==> config.mk <==
export PLATFORM = sky130hd
export DESIGN_NAME = regfile_wb_arbiter
export DESIGN_NICKNAME = d
export VERILOG_FILES = /design/src/rtl/regfile_wb_arbiter.sv
export SDC_FILE = /design/constraint.sdc
export NUM_CORES = 1
export LEC_CHECK = 0
export ABC_AREA = 1
export BUFFER_PORTS_ARGS = -buffer_cell sky130_fd_sc_hd__buf_2
export CAP_MARGIN = 20
export CORE_MARGIN = 3
export CORE_UTILIZATION = 24
export DETAILED_ROUTE_END_ITERATION = 10
export GPL_ROUTABILITY_DRIVEN = 1
export PLACE_DENSITY = 0.51
export SETUP_SLACK_MARGIN = 0.4
export SYNTH_ARGS = -nofsm -noshare
export SYNTH_HDL_FRONTEND = slang
export SYNTH_SLANG_ARGS = --single-unit
==> constraint.sdc <==
create_clock -name clk -period 2.55 [get_ports clk]
set_input_delay 0.1275 -clock clk [delete_from_list [all_inputs] [get_ports clk]]
set_output_delay 0.1275 -clock clk [all_outputs]
set_load 0.03 [all_outputs]
==> src/rtl/regfile_wb_arbiter.sv <==
// Writeback scheduler: round-robin share of the register-file write port between ALU and load
// paths, registered write output, and a load scoreboard for decode hazards. Option: REGFILE_WB_BYPASS_EN.
module regfile_wb_arbiter #(
  parameter int XLEN = 32,
  parameter int NREG = 32,
  localparam int AW  = $clog2(NREG)
) (
  input  logic            clk,
  input  logic            rst,
  input  logic            alu_valid,
  input  logic [AW-1:0]   alu_rd,
  input  logic [XLEN-1:0] alu_data,
  output logic            alu_ready,
  input  logic            ld_valid,
  input  logic [AW-1:0]   ld_rd,
  input  logic [XLEN-1:0] ld_data,
  output logic            ld_ready,
  input  logic            iss_load,
  input  logic [AW-1:0]   iss_rd,
  input  logic [AW-1:0]   rs1,
  input  logic [AW-1:0]   rs2,
  output logic            hazard,
  output logic            fwd_rs1_en,
  output logic            fwd_rs2_en,
  output logic [XLEN-1:0] fwd_data,
  output logic            rf_wr_en,
  output logic [AW-1:0]   rf_rd,
  output logic [XLEN-1:0] rf_wr_data
);

  typedef enum logic {
    GNT_ALU = 1'b0,
    GNT_LD  = 1'b1
  } grant_e;

  grant_e            last_grant_q, last_grant_d;
  logic [NREG-1:0]   pending_q, pending_d;
  logic              rf_wr_en_q, rf_wr_en_d;
  logic [AW-1:0]     rf_rd_q, rf_rd_d;
  logic [XLEN-1:0]   rf_wr_data_q, rf_wr_data_d;

  logic              alu_xfer, ld_xfer, any_xfer;
  logic [AW-1:0]     win_rd;
  logic [XLEN-1:0]   win_data;

  // On contention the requester not granted last wins; a lone requester always wins.
  assign alu_ready = !rst && alu_valid && (!ld_valid || (last_grant_q == GNT_LD));
  assign ld_ready  = !rst && ld_valid && (!alu_valid || (last_grant_q == GNT_ALU));
  assign alu_xfer  = alu_valid && alu_ready;
  assign ld_xfer   = ld_valid && ld_ready;
  assign any_xfer  = alu_xfer || ld_xfer;

  always_comb begin
    win_rd   = ld_rd;
    win_data = ld_data;
    if (alu_xfer) begin
      win_rd   = alu_rd;
      win_data = alu_data;
    end
  end

  always_comb begin
    last_grant_d = last_grant_q;
    if (alu_xfer) begin
      last_grant_d = GNT_ALU;
    end else if (ld_xfer) begin
      last_grant_d = GNT_LD;
    end
  end

  // Writes to x0 are accepted but dropped: the port registers keep their last contents.
  always_comb begin
    rf_wr_en_d   = 1'b0;
    rf_rd_d      = rf_rd_q;
    rf_wr_data_d = rf_wr_data_q;
    if (any_xfer && (win_rd != '0)) begin
      rf_wr_en_d   = 1'b1;
      rf_rd_d      = win_rd;
      rf_wr_data_d = win_data;
    end
  end

  genvar gi;
  generate
    for (gi = 0; gi < NREG; gi++) begin : g_pend
      if (gi == 0) begin : g_zero
        assign pending_d[gi] = 1'b0;
      end else begin : g_bit
        logic set_hit, clr_hit;
        assign set_hit = iss_load && (iss_rd == AW'(gi));
        assign clr_hit = ld_xfer && (ld_rd == AW'(gi));
        // A same-cycle issue re-arms the bit even if its older load retires now.
        assign pending_d[gi] = set_hit || (pending_q[gi] && !clr_hit);
      end
    end
  endgenerate

  always_ff @(posedge clk) begin
    if (rst) begin
      last_grant_q <= GNT_LD;
      pending_q    <= '0;
      rf_wr_en_q   <= 1'b0;
      rf_rd_q      <= '0;
      rf_wr_data_q <= '0;
    end else begin
      last_grant_q <= last_grant_d;
      pending_q    <= pending_d;
      rf_wr_en_q   <= rf_wr_en_d;
      rf_rd_q      <= rf_rd_d;
      rf_wr_data_q <= rf_wr_data_d;
    end
  end

  assign rf_wr_en   = rf_wr_en_q;
  assign rf_rd      = rf_rd_q;
  assign rf_wr_data = rf_wr_data_q;

  logic pend_rs1, pend_rs2, fly_rs1, fly_rs2;
  assign pend_rs1 = (rs1 != '0) && pending_q[rs1];
  assign pend_rs2 = (rs2 != '0) && pending_q[rs2];
  assign fly_rs1  = rf_wr_en_q && (rf_rd_q != '0) && (rf_rd_q == rs1);
  assign fly_rs2  = rf_wr_en_q && (rf_rd_q != '0) && (rf_rd_q == rs2);

`ifdef REGFILE_WB_BYPASS_EN
  assign hazard     = !rst && (pend_rs1 || pend_rs2);
  assign fwd_rs1_en = !rst && fly_rs1;
  assign fwd_rs2_en = !rst && fly_rs2;
  assign fwd_data   = rst ? '0 : rf_wr_data_q;
`else
  // Without a bypass, a write still sitting in the output register must stall decode.
  assign hazard     = !rst && (pend_rs1 || pend_rs2 || fly_rs1 || fly_rs2);
  assign fwd_rs1_en = 1'b0;
  assign fwd_rs2_en = 1'b0;
  assign fwd_data   = '0;
`endif

endmodule

# == Word level (Yosys, flattened, before mapping) ==
# Cells that the tools add are included.
# classes
reduce_logical,182
magnitude_cmp,2
bitwise,1
n_mux,9
n_eq_ne,64
# op_table
op,count
$eq A5 B5 Y1 const B,32
$logic_and A1 B1 Y1,106
$eq A5 B4 Y1 const B,16
$eq A5 B3 Y1 const B,8
$logic_or A1 B1 Y1,37
$logic_not A1 Y1,34
$mux W32,1
$eq A5 B2 Y1 const B,4
$reduce_bool A5 Y1,4
$lt A5 B6 Y1 const B,2
$bmux W1 S5,2
$eq A5 B1 Y1 const B,2
$eq A5 B5 Y1,2
$mux W1,5
$mux W5,1
$reduce_bool A2 Y1,1
$not A1 Y1,1
# totals
ff_bits,71
elab_cells,264

# == Logic depth before layout (Yosys ltp) ==
# Gate-level depths: netlist (run 1).
# logic_depth
ltp_word,8
mapped_depth,14
ltp_nobuf,13

# == Worst setup path before layout (run 1) ==
# Ideal clock, no wire load.
# synth_path
path_kind,input port to output port
from,input port rs1[0]
to,output port hazard
t_required_ns,2.423
stages,13
slack_ns,0.879
t_arrival_ns,1.544
n_path_buf,1
path_cell_list,buf_2 > clkinv_1 > nor2_1 > nand2_1 > nand3_1 > nand2_1 > nand2_1 > inv_1 > nand2_1 > nand2_1 > nand2_1 > nor2_1 > nor2_1
# synth_via
elab_chain_cells,7
elab_cells_between_ends,10
cone_classes,eq/ne (1); mux (2); reduce/logical (7)
# synth_rtl
element,line,rtl
"start, declared",20,"input logic [AW-1:0] rs1,"
$bmux W1 S5,119,assign pend_rs1 = (rs1 != '0) && pending_q[rs1];
$mux W1 (implied by the code),119,
$logic_and A1 B1 Y1,119,
$logic_or A1 B1 Y1,131,assign hazard = !rst && (pend_rs1 || pend_rs2 || fly_rs1 || fly_rs2);
$logic_or A1 B1 Y1 (*) (2 in a row),131,
$logic_and A1 B1 Y1 (*),131,
"end, declared",22,"output logic hazard,"
# Every way passes the cells marked *; elsewhere a longest branch is shown, timed or not. The select of a mux whose other input is x is not followed.

# == Worst setup path after layout (run 1) ==
# Ends and elaborated chain as after synthesis.

==> results.json, run 1 <==
{
  "status": "completed",
  "grt_max_degree": 43,
  "cts_resized": 0,
  "use_met1_pct": 19.81,
  "synth.yosys.warnings": 0,
  "detail-route-antenna-nets": 0,
  "clkLatencyLatePin_ps": 340,
  "cts_num_sinks": 70,
  "setup.worst_path.end_class": "output port",
  "hold_path.startpoint": "alu_valid",
  "crit_start": "rs1[0]",
  "drive_above_1_share_pct": 18.87,
  "postCtsHoldBufs": 0,
  "post_cts_buffers": 0,
  "final_max_slew_viol_count": 0,
  "crit_slowest_cell": "nor2_1",
  "fin_area_um2": 5562,
  "crit_required_ps": 2420,
  "cts_max_level": 3,
  "final_common_cell": "nand2_1",
  "grt_usage_pct": 14.99,
  "p_leak_nw": 2.833,
  "grt_pass1_wl_um": 24230,
  "ys_types": 27,
  "io-pin-count": 169,
  "dr.first_iter.drc_count": 321,
  "cts-buffers-inserted": 9,
  "area_growth_pct": 22.62,
  "antenna_found_initial": 0,
  "crit_chain": "buf_2 > clkinvlp_4 > nor2_1 > nand2_1 > nand3_1 > nand3_1 > nand2_1 > nand2_1 > nand3_1 > nor2_1 > nor2_1 > buf_2",
  "finalCritPeriodShare_pct": 76.35,
  "tns_ps": 0,
  "startpoint_type": "input pin",
  "busiest_layer": "met2",
  "place_area_um2": 5248,
  "fin_ws_ps": 603.1,
  "nFillCells": 2087,
  "core_region_area_um2": 18270,
  "hold_viol": 0,
  "worstPathArrival_ps": 1820,
  "r2r-start": "last_grant_q$_SDFFE_PP1P_",
  "rsz0062_at_grt": "yes",
  "finalSetupViolCount": 0,
  "path_buf_inv": 3,
  "hpwl_um": 11590,
  "dieArea_um2": 20580,
  "synth_seq_cells": 70,
  "antennaDiodeCount": 0,
  "path_clk_slew_ps": 50,
  "ys_seq_area_share_pct": 30.90,
  "final_cell_mix": "nand2_1 (291), buf_2 (134), nor2_1 (109)",
  "grt_overflow": 0,
  "nets": 974,
  "hold_path_class": "in2reg",
  "critPathKind": "in2out",
  "vias": 4846,
  "firstDrtPassIters": 5,
  "cp_top_family": "simple AND/OR/NAND/NOR gates",
  "die_y_um": 143.5,
  "cts_buffer_depth": 2,
  "max_stage_delay_ps": 310,
  "syn_avg_cell_area_um2": 5.952,
  "cts_tree": "done",
  "ir_drop_mv": 0.3406,
  "max_freq_mhz": 513.6,
  "maxCapViolCount": 0,
  "grt_pass1_vias": 4568,
  "tightestPinTransition_ps": 578.7,
  "grt_use_met2_pct": 23.31,
  "synth_cells": 762,
  "syn_area_um2": 4536,
  "relSlewSlack_pct": 61.38,
  "io_buffer_count": 134,
  "start_util_pct": 24.83,
  "fin_skew_ps": 7.226,
  "drc": 0,
  "crit_fanout": 17,
  "place_congestion": 0.8637,
  "grt.met3_usage_pct": 4.692,
  "place_ws_ps": 509.6,
  "viasPerCell": 4.350,
  "rows": 49,
  "fin_crit_ps": 1947,
  "cts_root_buffer": "clkbuf_16",
  "p_per_area_nw_per_um2": 588.7,
  "die_w_um": 143.5,
  "wl_per_cell_um": 13.66,
  "wl_um": 15220
}
[state kept, by name, indices dropped and copies added (netlist names)]
signal / count
rf_rd: 5
rf_wr_en: 1
pending_q: 31
last_grant_q: 1
rf_wr_data: 32
[cells by family (layout without fill, tap and decap cells)]
logic type,after synthesis,in the layout,share of synthesized area [%]
other,1,34,0.08268
buffers and inverters,124,214,14.15
and+or+nand+nor,479,479,44.30
DFF,70,70,30.90
xor gates and xnor gates,6,6,1.159
AOI/OAI and AO/OA,82,82,9.407
[through the flow]
step	utilization (%)	power, mW	instances	hold slack [ps]
2_1_floorplan	-	1.806	795	256.6
3_3_place_gp	28.72	2.008	1098	387.7
3_5_place_dp	28.72	2.007	1098	402.7
4_1_cts	30.37	3.329	1114	37.79
5_1_grt	30.44	3.473	1114	54.71
6_report	30.44	3.274	1114	49.24
[worst register-to-register path: cells and delay by family (launching register included)]
| kind | cells | cell delay (ps) |
|---|---|---|
| flops | 1 | 310 |
| simple gates | 9 | 1110 |
| buf+inv | 3 | 400 |
[final cells by class]
type	instances	area (um^2)	share of cell area, %
Clock inverter	4	55.05	0.9899
Sequential cell	70	1401	25.20
Timing Repair Buffer	142	730.7	13.14
Clock buffer	12	246.5	4.432
Multi-Input combinational cell	601	2625	47.20
Inverter	56	216.5	3.892
Tap cell	229	286.5	5.152
[layer usage]
layer / up-vias / share of wire [%]
li1: 2543 / -
met1: 2077 / 45
met2: 207 / 44
met3: 19 / 9.0
met4: 0 / 1.8
met5: - / 0
[synth_stat cells]
| cell type | count | share of area (%) |
|---|---|---|
| o21ai_2 | 1 | 0.19 |
| o21ai_0 | 32 | 3.5 |
| or2_2 | 2 | 0.28 |
| clkbuf_1 | 22 | 1.8 |
| inv_2 | 2 | 0.17 |
| nand3_1 | 39 | 4.3 |
| buf_4 | 34 | 5.6 |
| inv_4 | 1 | 0.14 |
| o211ai_1 | 5 | 0.83 |
| dfxtp_1 | 70 | 31 |
| nand2_4 | 1 | 0.25 |
| inv_1 | 52 | 4.3 |
| nand2_2 | 1 | 0.14 |
| nand3b_1 | 32 | 5.3 |
| buf_2 | 7 | 0.77 |
| a21oi_1 | 42 | 4.6 |
| nand2_1 | 291 | 24 |
| nor2_4 | 1 | 0.25 |
| nand4_4 | 1 | 0.47 |
| nor2_1 | 109 | 9.0 |
| o21ai_1 | 2 | 0.22 |
| xnor2_1 | 2 | 0.39 |
| clkinv_1 | 1 | 0.083 |
| xor2_1 | 4 | 0.77 |
| buf_6 | 5 | 1.2 |
| conb_1 | 1 | 0.083 |
| nor3_1 | 2 | 0.22 |
[where the power goes]
part	switching, mW	total (mW)	leakage (nW)	internal (mW)
sequential	0.0439	1.20	0.573	1.16
combinational	0.533	0.774	2.12	0.241
clock	0.505	1.30	0.143	0.791
[worst paths after layout]
check | endpoint | slack [ps] | depth (start not counted)
max | hazard | 600 | 12
min | last_grant_q$_SDFFE_PP1P_ | 50 | 2
max reg2reg | rf_wr_data[26]$_SDFFE_PP0P_ | 670 | 12
min reg2reg | pending_q[27]$_SDFF_PP0_ | 470 | 2
(Power assumes the default switching activity.)
==> run 2: changes to the inputs <==
--- a/config.mk
+++ b/config.mk
@@ -5,14 +5,14 @@
 export SDC_FILE = /design/constraint.sdc
 export NUM_CORES = 1
 export LEC_CHECK = 0
-export ABC_AREA = 1
+export ABC_AREA = 0
 export BUFFER_PORTS_ARGS = -buffer_cell sky130_fd_sc_hd__buf_2
 export CAP_MARGIN = 20
 export CORE_MARGIN = 3
 export CORE_UTILIZATION = 24
 export DETAILED_ROUTE_END_ITERATION = 10
 export GPL_ROUTABILITY_DRIVEN = 1
-export PLACE_DENSITY = 0.51
+export PLACE_DENSITY = 0.53
 export SETUP_SLACK_MARGIN = 0.4
 export SYNTH_ARGS = -nofsm -noshare
 export SYNTH_HDL_FRONTEND = slang
==> constraint.sdc (replaced) <==
create_clock -name clk -period 1.7 [get_ports clk]
set_input_delay 0.085 -clock clk [delete_from_list [all_inputs] [get_ports clk]]
set_output_delay 0.085 -clock clk [all_outputs]
set_load 0.03 [all_outputs]
==> run 2 against run 1 <==
  * The run now ends with setup timing left
  * Sequential share of layout area down 3.4 points
  * Worst setup slack worse by 970 ps
  * Sequential power up 51%
  * Combinational power up 90%
  * Worst hold slack worse by 32 ps
  * Die area down 11%
  * Non-clock buffer count up 83
  * Cell count down 18%
  * Register-to-register slack worse by 560 ps
  * Cell area up 17%
  * Clock power up 34%
  * Sequential cell count unchanged
  * Critical path type is now reg2out
  * Largest power group is now sequential cells
  * Highest routed layer unchanged
==> results.json, run 2 <==
{
  "clkLatencyLatePin_ps": 330,
  "critPathKind": "reg2out",
  "yosysTopAreaCell": "dfxtp_1",
  "start_util_pct": 24.82,
  "viasPerCell": 4.664,
  "finalSetupViolCount": 1,
  "syn_avg_cell_area_um2": 8.081,
  "antenna_found_initial": 0,
  "nFillCells": 1650,
  "fin_crit_ps": 2065,
  "crit_fanout": 3,
  "final_max_slew_viol_count": 0,
  "tns_ps": -364.6,
  "antennaDiodeCount": 0,
  "grt_pass1_wl_um": 22000,
  "die_y_um": 135.1,
  "synth_most_common_cell": "nand2_1",
  "async_reset_ff_share_pct": 0,
  "dieArea_um2": 18250,
  "finalCritPeriodShare_pct": 121.4,
  "synth_ff_type": "dfxtp_1",
  "cts_tree": "done",
  "synth_edf_count": 0,
  "setup.worst_path.end_class": "output port",
  "relSlewSlack_pct": 59.72,
  "final_common_cell": "buf_2",
  "crit_slowest_cell": "or4_4",
  "hold_viol": 0,
  "synth.yosys.warnings": 0,
  "p_per_area_nw_per_um2": 773.3,
  "drc": 0,
  "core_region_area_um2": 16120,
  "rows": 46,
  "detail-route-antenna-nets": 0,
  "dr.first_iter.drc_count": 206,
  "maxCapViolCount": 0,
  "p_leak_nw": 2.700,
  "firstDrtPassIters": 5,
  "drive_above_1_share_pct": 45.70,
  "regArea_um2": 1413,
  "crit_required_ps": 1620,
  "io_buffer_count": 134,
  "worstPathArrival_ps": 1980,
  "nets": 788,
  "max_stage_delay_ps": 530,
  "crit_chain": "mux2i_1 > nor4bb_1 > or4_4 > o41ai_4 > a41oi_4 > buf_6",
  "fin_skew_ps": 5.858,
  "final_cell_mix": "buf_2 (131), nand2_1 (99), dfxtp_1 (61)",
  "grt_max_degree": 71,
  "cts_root_buffer": "clkbuf_16",
  "ys_seq_area_share_pct": 35.03,
  "ys_types": 48,
  "status": "finished, violations left",
  "rsz0062_at_grt": "yes",
  "cts_num_sinks": 70,
  "wl_um": 14340,
  "max_freq_mhz": 484.4,
  "multi_input_area_um2": 2685,
  "die_w_um": 135.1,
  "wl_per_cell_um": 15.68,
  "ir_drop_mv": 0.4257,
  "cts_buffer_depth": 2,
  "hold_path_class": "in2reg",
  "largest_reg_flops": 32,
  "hpwl_um": 9645,
  "synth_seq_cells": 70,
  "path_clk_slew_ps": 60,
  "area_growth_pct": 62.06,
  "synth_area_leaders": "dfxtp_1 (35%), nand2_1 (9.6%), a311oi_1 (7.7%)",
  "place_congestion": 0.8409,
  "startpoint_type": "flip-flop",
  "grt_overflow": 0,
  "grt_usage_pct": 15.38,
  "vias": 4263,
  "cts_max_level": 3,
  "fin_ws_ps": -364.6,
  "ys_top_cells_by_count": "nand2_1 (102), dfxtp_1 (70), nor2_1 (43)",
  "yosysTopAreaCellShare_pct": 35.03,
  "hold_slack_ps": 16.80,
  "cts-buffers-inserted": 9,
  "synth_cells": 495,
  "violations": "setup timing",
  "syn_area_um2": 4000,
  "grt_pass1_vias": 4115,
  "tightestPinTransition_ps": 599.5,
  "io-pin-count": 169
}
-- run 2: cell types whose count changed in the layout (fill, tap and decap cells not counted), sizes merged, moves of 14 or more --
cell	previous run	this run
nand2	293	102
nor2	110	43
buf	142	205
inv	56	1
a311oi	0	35
nand3b	32	3
nand3	39	13
dlygate4sd3	0	20
mux2i	0	14
-- run 2: cell families after synthesis --
family,count (synthesis),synth area share [%]
simple gates,205,23.40
compound gates,109,17.89
buf+inv,75,11.79
flops,70,35.03
mux,25,9.603
xor+xnor,10,2.189
other cells,1,0.09375
-- run 2: area by class of cell --
cell class / count / share of cell area [%]
repair buffers: 225 / 27.58
inverters: 4 / 0.8107
flip-flops and latches: 70 / 21.79
clock inverters: 4 / 0.3667
clock buffers: 11 / 3.744
repair inverters: 1 / 0.1158
well taps: 216 / 4.169
multi-input cells: 383 / 41.42
-- run 2: power breakdown --
part	switching, mW	total (mW)	internal (mW)
logic	0.830	1.47	0.636
clock network	0.725	1.74	1.01
registers	0.0685	1.81	1.74
-- run 2: repair_timing --
| item | CTS | global route |
|---|---|---|
| endpoints found under the hold margin | 13 | 0 |
| setup buffers | 23 | 2 |
| gates cloned | 9 | 0 |
| pin swaps | 28 | 27 |
| gates resized for setup | 120 | 54 |
| endpoints found under the setup margin | 71 | 71 |
| hold buffers | 20 | 0 |
-- run 2: stage by stage --
step           std cells  total power [mW]  setup WS, ps  area (um^2)  util (%)
6_report             914             5.013        -364.6         6482     40.23
5_1_grt              914             5.246        -438.7         6482     40.23
4_1_cts              912             4.982        -464.6         6228     38.65
3_5_place_dp         845             2.870        -155.7         4986     30.94
3_3_place_gp         845             2.871        -153.1         4986     30.94
2_1_floorplan        528             2.589         86.57         4217         -
-- run 2: final timing paths --
check | from | to | slack [ps] | cells after the start
max | pending_q[29]$_SDFF_PP0_ | hazard | -360 | 6
min | ld_data[24] | rf_wr_data[24]$_SDFFE_PP0P_ | 20 | 3
max reg2reg | last_grant_q$_SDFFE_PP1P_ | rf_wr_data[25]$_SDFFE_PP0P_ | 110 | 9
min reg2reg | pending_q[5]$_SDFF_PP0_ | pending_q[5]$_SDFF_PP0_ | 470 | 2
-- run 2: critical path, delay by kind of cell, from the launching register on --
family,cells,cell delay [ps]
and+or+nand+nor,2,600
AOI/OAI and AO/OA,2,420
muxes,1,140
DFF,1,320
buffers and inverters,1,160
-- run 2: per-layer routing --
| layer | GRT usage, % | vias up | part of all wire [%] |
|---|---|---|---|
| met5 | 0 | - | 0 |
| met4 | 6.831 | 0 | 2.2 |
| met3 | 2.422 | 19 | 4.2 |
| met2 | 25.64 | 128 | 50 |
| met1 | 19.63 | 2010 | 44 |
| li1 | - | 2106 | - |
